## src/rtl/axis_sched_pkg.sv

```systemverilog
// Shared definitions for the accelerometer sample scheduler: FSM encoding,
// default parameter values and small datapath helpers.
package axis_sched_pkg;

    typedef enum logic [2:0] {
        ST_IDLE = 3'd0,
        ST_RD_X = 3'd1,
        ST_RD_Y = 3'd2,
        ST_PUB  = 3'd3,
        ST_HOLD = 3'd4
    } sched_state_e;

    localparam logic [5:0] DEF_ADDR_X      = 6'h32;
    localparam logic [5:0] DEF_ADDR_Y      = 6'h34;
    localparam int         DEF_TICK_DIV    = 50000;
    localparam int         DEF_PULSE_W     = 4;
    localparam int         DEF_TIMEOUT_CYC = 1024;

    // Samples are left-justified; the LED path only needs the top ten bits.
    function automatic logic [9:0] sample_msb10(input logic [15:0] raw);
        return raw[15:6];
    endfunction

    function automatic logic [7:0] sat_inc8(input logic [7:0] val);
        return (val == 8'hFF) ? 8'hFF : val + 8'd1;
    endfunction

endpackage

```

## src/rtl/axis_sample_scheduler_tick_gen.sv

```systemverilog
// Sample-period generator: one-cycle tick every TICK_DIV cycles while enabled.
module tick_gen
    import axis_sched_pkg::*;
#(
    parameter int TICK_DIV = DEF_TICK_DIV
) (
    input  logic iCLK,
    input  logic iRST,
    input  logic iEN,
    output logic oTICK
);

    localparam int CW = (TICK_DIV > 1) ? $clog2(TICK_DIV) : 1;

    logic [CW-1:0] cnt_r;

    // Period counter; held at zero while disabled so re-enable restarts a full period.
    always_ff @(posedge iCLK) begin
        if (iRST) begin
            cnt_r <= {CW{1'b0}};
            oTICK <= 1'b0;
        end else if (!iEN) begin
            cnt_r <= {CW{1'b0}};
            oTICK <= 1'b0;
        end else if (cnt_r == CW'(TICK_DIV - 1)) begin
            cnt_r <= {CW{1'b0}};
            oTICK <= 1'b1;
        end else begin
            cnt_r <= cnt_r + {{(CW-1){1'b0}}, 1'b1};
            oTICK <= 1'b0;
        end
    end

endmodule

```

## src/rtl/axis_sample_scheduler.sv

```systemverilog
// Periodic X/Y SPI sampler publishing one axis to the LED driver with a low
// strobe on oG_INT2. Define SAMPLE_TIMEOUT_EN to abandon requests left unacknowledged.
module axis_sample_scheduler
    import axis_sched_pkg::*;
#(
    parameter int         TICK_DIV    = DEF_TICK_DIV,
    parameter int         PULSE_W     = DEF_PULSE_W,
    parameter int         TIMEOUT_CYC = DEF_TIMEOUT_CYC,
    parameter logic [5:0] ADDR_X      = DEF_ADDR_X,
    parameter logic [5:0] ADDR_Y      = DEF_ADDR_Y
) (
    input  logic        iCLK,
    input  logic        iRST,
    input  logic        iEN,
    input  logic        iAXIS_SEL,
    output logic        oSPI_REQ,
    output logic [5:0]  oSPI_ADDR,
    input  logic        iSPI_ACK,
    input  logic [15:0] iSPI_DATA,
    output logic [9:0]  oDIG,
    output logic        oG_INT2,
    output logic        oBUSY,
    output logic        oOVR,
    output logic [7:0]  oTO_CNT
);

    localparam int PW_W = $clog2(PULSE_W + 1);

    sched_state_e    state_r;
    logic [9:0]      x_hold_r;
    logic [9:0]      y_hold_r;
    logic [PW_W-1:0] hold_cnt_r;
    logic            tick_s;
`ifdef SAMPLE_TIMEOUT_EN
    localparam int WT_W = $clog2(TIMEOUT_CYC + 1);
    logic [WT_W-1:0] wait_cnt_r;
`endif

    tick_gen #(.TICK_DIV(TICK_DIV)) u_tick_gen (
        .iCLK  (iCLK),
        .iRST  (iRST),
        .iEN   (iEN),
        .oTICK (tick_s)
    );

    // Sequencer: oBUSY is updated alongside every state change so it mirrors state != IDLE.
    always_ff @(posedge iCLK) begin
        if (iRST) begin
            state_r    <= ST_IDLE;
            x_hold_r   <= 10'h000;
            y_hold_r   <= 10'h000;
            hold_cnt_r <= {PW_W{1'b0}};
            oSPI_REQ   <= 1'b0;
            oSPI_ADDR  <= 6'h00;
            oDIG       <= 10'h000;
            oG_INT2    <= 1'b1;
            oBUSY      <= 1'b0;
            oOVR       <= 1'b0;
            oTO_CNT    <= 8'h00;
`ifdef SAMPLE_TIMEOUT_EN
            wait_cnt_r <= {WT_W{1'b0}};
`endif
        end else begin
            // Ticks landing in any non-idle state, including the last HOLD cycle, are dropped.
            if (tick_s && (state_r != ST_IDLE)) begin
                oOVR <= 1'b1;
            end
            case (state_r)
                ST_IDLE: begin
                    if (tick_s) begin
                        state_r   <= ST_RD_X;
                        oSPI_REQ  <= 1'b1;
                        oSPI_ADDR <= ADDR_X;
                        oBUSY     <= 1'b1;
`ifdef SAMPLE_TIMEOUT_EN
                        wait_cnt_r <= {WT_W{1'b0}};
`endif
                    end
                end
                ST_RD_X: begin
                    if (iSPI_ACK) begin
                        x_hold_r <= sample_msb10(iSPI_DATA);
                        oSPI_REQ <= 1'b0;
                        state_r  <= ST_RD_Y;
                    end
`ifdef SAMPLE_TIMEOUT_EN
                    else if (wait_cnt_r == WT_W'(TIMEOUT_CYC - 1)) begin
                        oSPI_REQ <= 1'b0;
                        oBUSY    <= 1'b0;
                        oTO_CNT  <= sat_inc8(oTO_CNT);
                        state_r  <= ST_IDLE;
                    end else begin
                        wait_cnt_r <= wait_cnt_r + {{(WT_W-1){1'b0}}, 1'b1};
                    end
`endif
                end
                ST_RD_Y: begin
                    // One idle cycle separates the two requests so the slave sees a fresh rising REQ.
                    if (!oSPI_REQ) begin
                        oSPI_REQ  <= 1'b1;
                        oSPI_ADDR <= ADDR_Y;
`ifdef SAMPLE_TIMEOUT_EN
                        wait_cnt_r <= {WT_W{1'b0}};
`endif
                    end else if (iSPI_ACK) begin
                        y_hold_r <= sample_msb10(iSPI_DATA);
                        oSPI_REQ <= 1'b0;
                        state_r  <= ST_PUB;
                    end
`ifdef SAMPLE_TIMEOUT_EN
                    else if (wait_cnt_r == WT_W'(TIMEOUT_CYC - 1)) begin
                        oSPI_REQ <= 1'b0;
                        oBUSY    <= 1'b0;
                        oTO_CNT  <= sat_inc8(oTO_CNT);
                        state_r  <= ST_IDLE;
                    end else begin
                        wait_cnt_r <= wait_cnt_r + {{(WT_W-1){1'b0}}, 1'b1};
                    end
`endif
                end
                ST_PUB: begin
                    oDIG       <= iAXIS_SEL ? y_hold_r : x_hold_r;
                    oG_INT2    <= 1'b0;
                    hold_cnt_r <= {PW_W{1'b0}};
                    state_r    <= ST_HOLD;
                end
                ST_HOLD: begin
                    if (hold_cnt_r == PW_W'(PULSE_W - 1)) begin
                        oG_INT2 <= 1'b1;
                        oBUSY   <= 1'b0;
                        state_r <= ST_IDLE;
                    end else begin
                        hold_cnt_r <= hold_cnt_r + {{(PW_W-1){1'b0}}, 1'b1};
                    end
                end
                default: begin
                    state_r  <= ST_IDLE;
                    oSPI_REQ <= 1'b0;
                    oG_INT2  <= 1'b1;
                    oBUSY    <= 1'b0;
                end
            endcase
        end
    end

endmodule

```

## config.mk

```make
export PLATFORM = sky130hd
export DESIGN_NAME = axis_sample_scheduler
export DESIGN_NICKNAME = d
export VERILOG_FILES = /design/src/rtl/axis_sched_pkg.sv /design/src/rtl/axis_sample_scheduler_tick_gen.sv /design/src/rtl/axis_sample_scheduler.sv
export SDC_FILE = /design/constraint.sdc
export NUM_CORES = 1
export LEC_CHECK = 0
export CORE_ASPECT_RATIO = 2
export CORE_MARGIN = 2
export CORE_UTILIZATION = 53
export CTS_BUF_LIST = sky130_fd_sc_hd__clkbuf_2 sky130_fd_sc_hd__clkbuf_4 sky130_fd_sc_hd__clkbuf_8
export CTS_CLUSTER_DIAMETER = 60
export DETAILED_ROUTE_END_ITERATION = 10
export PLACE_DENSITY = 0.92
export SLEW_MARGIN = 15
export SYNTH_ARGS = -nofsm -noshare
export SYNTH_HDL_FRONTEND = slang
export SYNTH_SLANG_ARGS = --single-unit
```

## constraint.sdc

```tcl
create_clock -name iCLK -period 2 [get_ports iCLK]
set_clock_uncertainty 0.1 [all_clocks]
set_input_delay 0.3 -clock iCLK [delete_from_list [all_inputs] [get_ports iCLK]]
set_output_delay 0.3 -clock iCLK [all_outputs]
set_load 0.01 [all_outputs]
```

==> flow_metrics.tcl <==
set metrics [dict create \
    finalPower_uw 2330 \
    rsz0062_at_grt "false" \
    drt-initial-drc-count 70 \
    final_cell_mix "dfxtp_1 (60), nor2_1 (56), clkdlybuf4s50_1 (32)" \
    antenna_found_initial 0 \
    fin_area_um2 3090 \
    synth_ff_type "dfxtp_1" \
    slew_viol_final 0 \
    arrival_ps 2000 \
    syn2layout_area_growth_pct 19.6 \
    cts_tree "yes" \
    cts_buffers 9 \
    maxCapViolations 0 \
    hold_violations 0 \
    drc 0 \
    gp_congestion 0.849 \
    reg2reg_depth 6 \
    root_buffer "clkbuf_8" \
    vias 2103 \
    grt_pass1_vias 1949 \
    die_h_um 103 \
    grt_overflow 0 \
    grt_max_degree 31 \
    critPathKind "reg -> reg" \
    grt_usage_pct 21.3 \
    vdd_drop_max_uv 619 \
    hold_path_depth 2 \
    grt_pass1_wl_mm 8.55 \
    setup_tns_ps 0 \
    setup_viol 0 \
    cts_max_level 3 \
    ys_types 41 \
    initial_core_util_pct 54.2 \
    rows 36 \
    port_buffers 32 \
    clockBufferDepth 2 \
    synth_warnings 0 \
    r2r_start "hold_cnt_r[0]$_SDFFE_PP0P_" \
    place_ws_ps 92.2 \
    holdPathEnd "x_hold_r[4]$_SDFFE_PP0P_" \
    nets 350 \
    rr_endpoint "hold_cnt_r[0]$_SDFFE_PP0P_" \
    setup_slack_ps 127 \
    drive_gt1_share_pct 7.58 \
    core-area_um2 4770 \
    yosys_register_bits 60 \
    final_common_cell "dfxtp_1" \
    drt-total-wl_mm 5.38 \
    min_period_ps 1870 \
    r2r_slack_ps 130 \
    ioPinCount 49 \
    numClockSinks 60 \
    fill_cells 396 \
    synth_cells 295 \
    dr.pass1.iters 4 \
    worstHoldStart "x_hold_r[4]$_SDFFE_PP0P_" \
    cp-start-kind "flip-flop" \
    ant_nets 0 \
    hold_path_class "reg -> reg" \
    path_max_fanout 6 \
    path_clk_slew_ps 60 \
    die_w_um 53.4 \
    worstSkewPairLatency_ps 340 \
    synth_edf_count 0 \
    drt-vias-per-instance 5.43 \
    yosysSeqAreaShare_pct 46.4 \
    required_ps 2120 \
    post_drt_wl_per_cell_um 13.9 \
    syn_area_um2 2590 \
    placed_cell_area_um2 2900 \
    fin_crit_sh_pct 93.7 \
    clock.fmax_mhz 534 \
    status "finished, final reports clean" \
    p_leak_uw 0.00107 \
    synth.avg_cell_area_um2 8.77 \
    async_reset_ff_share_pct 0 \
    dieArea_um2 5490 \
    cts_setup_buffers 0 \
    worstSetupEndpointType "flip-flop" \
    antenna_cells 0 \
    p_per_area_nw_per_um2 752 \
    post-dp-hpwl_mm 3.56 \
]
==> power by group <==
part	internal, uW	leakage [uW]	switching, uW
logic	43.2	0.000488	49.1
registers	1200	0.000483	7.10
clock network	590	0.000102	436
total	1830	0.00107	493
==> kinds of logic (layout without fill, tap and decap cells) <==
logic type,after synthesis,in the layout,synth area share [%]
simple gates,119,119,20.3
flops,60,60,46.4
compound gates,41,41,10.6
buf+inv,35,61,7.79
mux,22,22,8.51
xor+xnor,14,14,4.74
fa+ha+maj,3,3,1.45
other cells,1,10,0.145
==> synthesized netlist by cell type (2+ instances only) <==
library cell | count | area, um2
inv_1 | 8 | 30.0
mux2i_1 | 22 | 220
nand4_1 | 3 | 18.8
nand2_1 | 30 | 113
clkbuf_1 | 6 | 22.5
a211oi_1 | 10 | 75.1
a21oi_1 | 17 | 85.1
nand3_1 | 6 | 30.0
nor2_1 | 56 | 210
a31oi_1 | 3 | 18.8
buf_2 | 6 | 30.0
ha_1 | 3 | 37.5
dfxtp_1 | 60 | 1200
o21ai_0 | 2 | 10.0
xnor2_1 | 13 | 114
and2_1 | 2 | 12.5
nand2b_1 | 2 | 12.5
nor3_1 | 6 | 30.0
buf_4 | 12 | 90.1
nor4_1 | 7 | 43.8
==> layer usage <==
metal  vias to the layer above  global-route usage (%)  share of wire [%]
li1                       1042                       -                  -
met5                         -                       0                  0
met2                        58                    33.5                 52
met1                       995                    25.9                 42
met4                         0                    10.5                1.4
met3                         8                    6.23                4.8
==> critical path, cell delays in order, from the launching register on <==
cell      delay (ps)
dfxtp_1          330
ha_1             200
ha_1             220
or4b_4           540
a21boi_4         160
a21oi_1          150
nor2_1            50
==> through the flow <==
| stage | instances | hold WS, ps | util (%) |
|---|---|---|---|
| after global routing | 387 | 383 | 64.8 |
| after detailed placement | 372 | 351 | 60.7 |
| final | 387 | 363 | 64.8 |
| after CTS | 387 | 363 | 64.7 |
| after floorplan | 304 | 330 | - |
| after global placement | 372 | 341 | 60.7 |
==> registers in the layout, indices dropped and copies added, names as in the netlist <==
name and flops:
oOVR 1, u_tick_gen.cnt_r 16, state_r 3, oSPI_REQ 1, x_hold_r 10, y_hold_r 10, u_tick_gen.oTICK 1, oSPI_ADDR 3
hold_cnt_r 3, oBUSY 1, oDIG 10, oG_INT2 1
==> worst max path at each step <==
| stage | startpoint | to | slack, ps | cells after the start |
|---|---|---|---|---|
| floorplan | hold_cnt_r[0]$_SDFFE_PP0P_ | hold_cnt_r[0]$_SDFFE_PP0P_ | 180 | 7 |
| global placement | hold_cnt_r[0]$_SDFFE_PP0P_ | hold_cnt_r[0]$_SDFFE_PP0P_ | 120 | 6 |
| detailed placement | hold_cnt_r[0]$_SDFFE_PP0P_ | hold_cnt_r[0]$_SDFFE_PP0P_ | 90 | 6 |
| CTS | hold_cnt_r[0]$_SDFFE_PP0P_ | hold_cnt_r[0]$_SDFFE_PP0P_ | 80 | 6 |
| global route | hold_cnt_r[0]$_SDFFE_PP0P_ | hold_cnt_r[0]$_SDFFE_PP0P_ | 80 | 6 |
| finish | hold_cnt_r[0]$_SDFFE_PP0P_ | hold_cnt_r[0]$_SDFFE_PP0P_ | 130 | 6 |
==> layout make-up <==
class	count	area, um2	share of cell area, %
multi-input cells	209	1220	39.5
well taps	57	71.3	2.31
clock buffers	14	186	6.03
flip-flops and latches	60	1200	38.8
repair buffers	38	378	12.2
clock inverters	1	5.00	0.162
inverters	8	30.0	0.971
==> timing repair <==
action | CTS | global route
setup endpoints to repair | 0 | 1
gates resized for setup | 0 | 1
hold buffers | 0 | 0
endpoints found under the hold margin | 0 | 0
No activity file was read; power rests on OpenSTA's default activity.
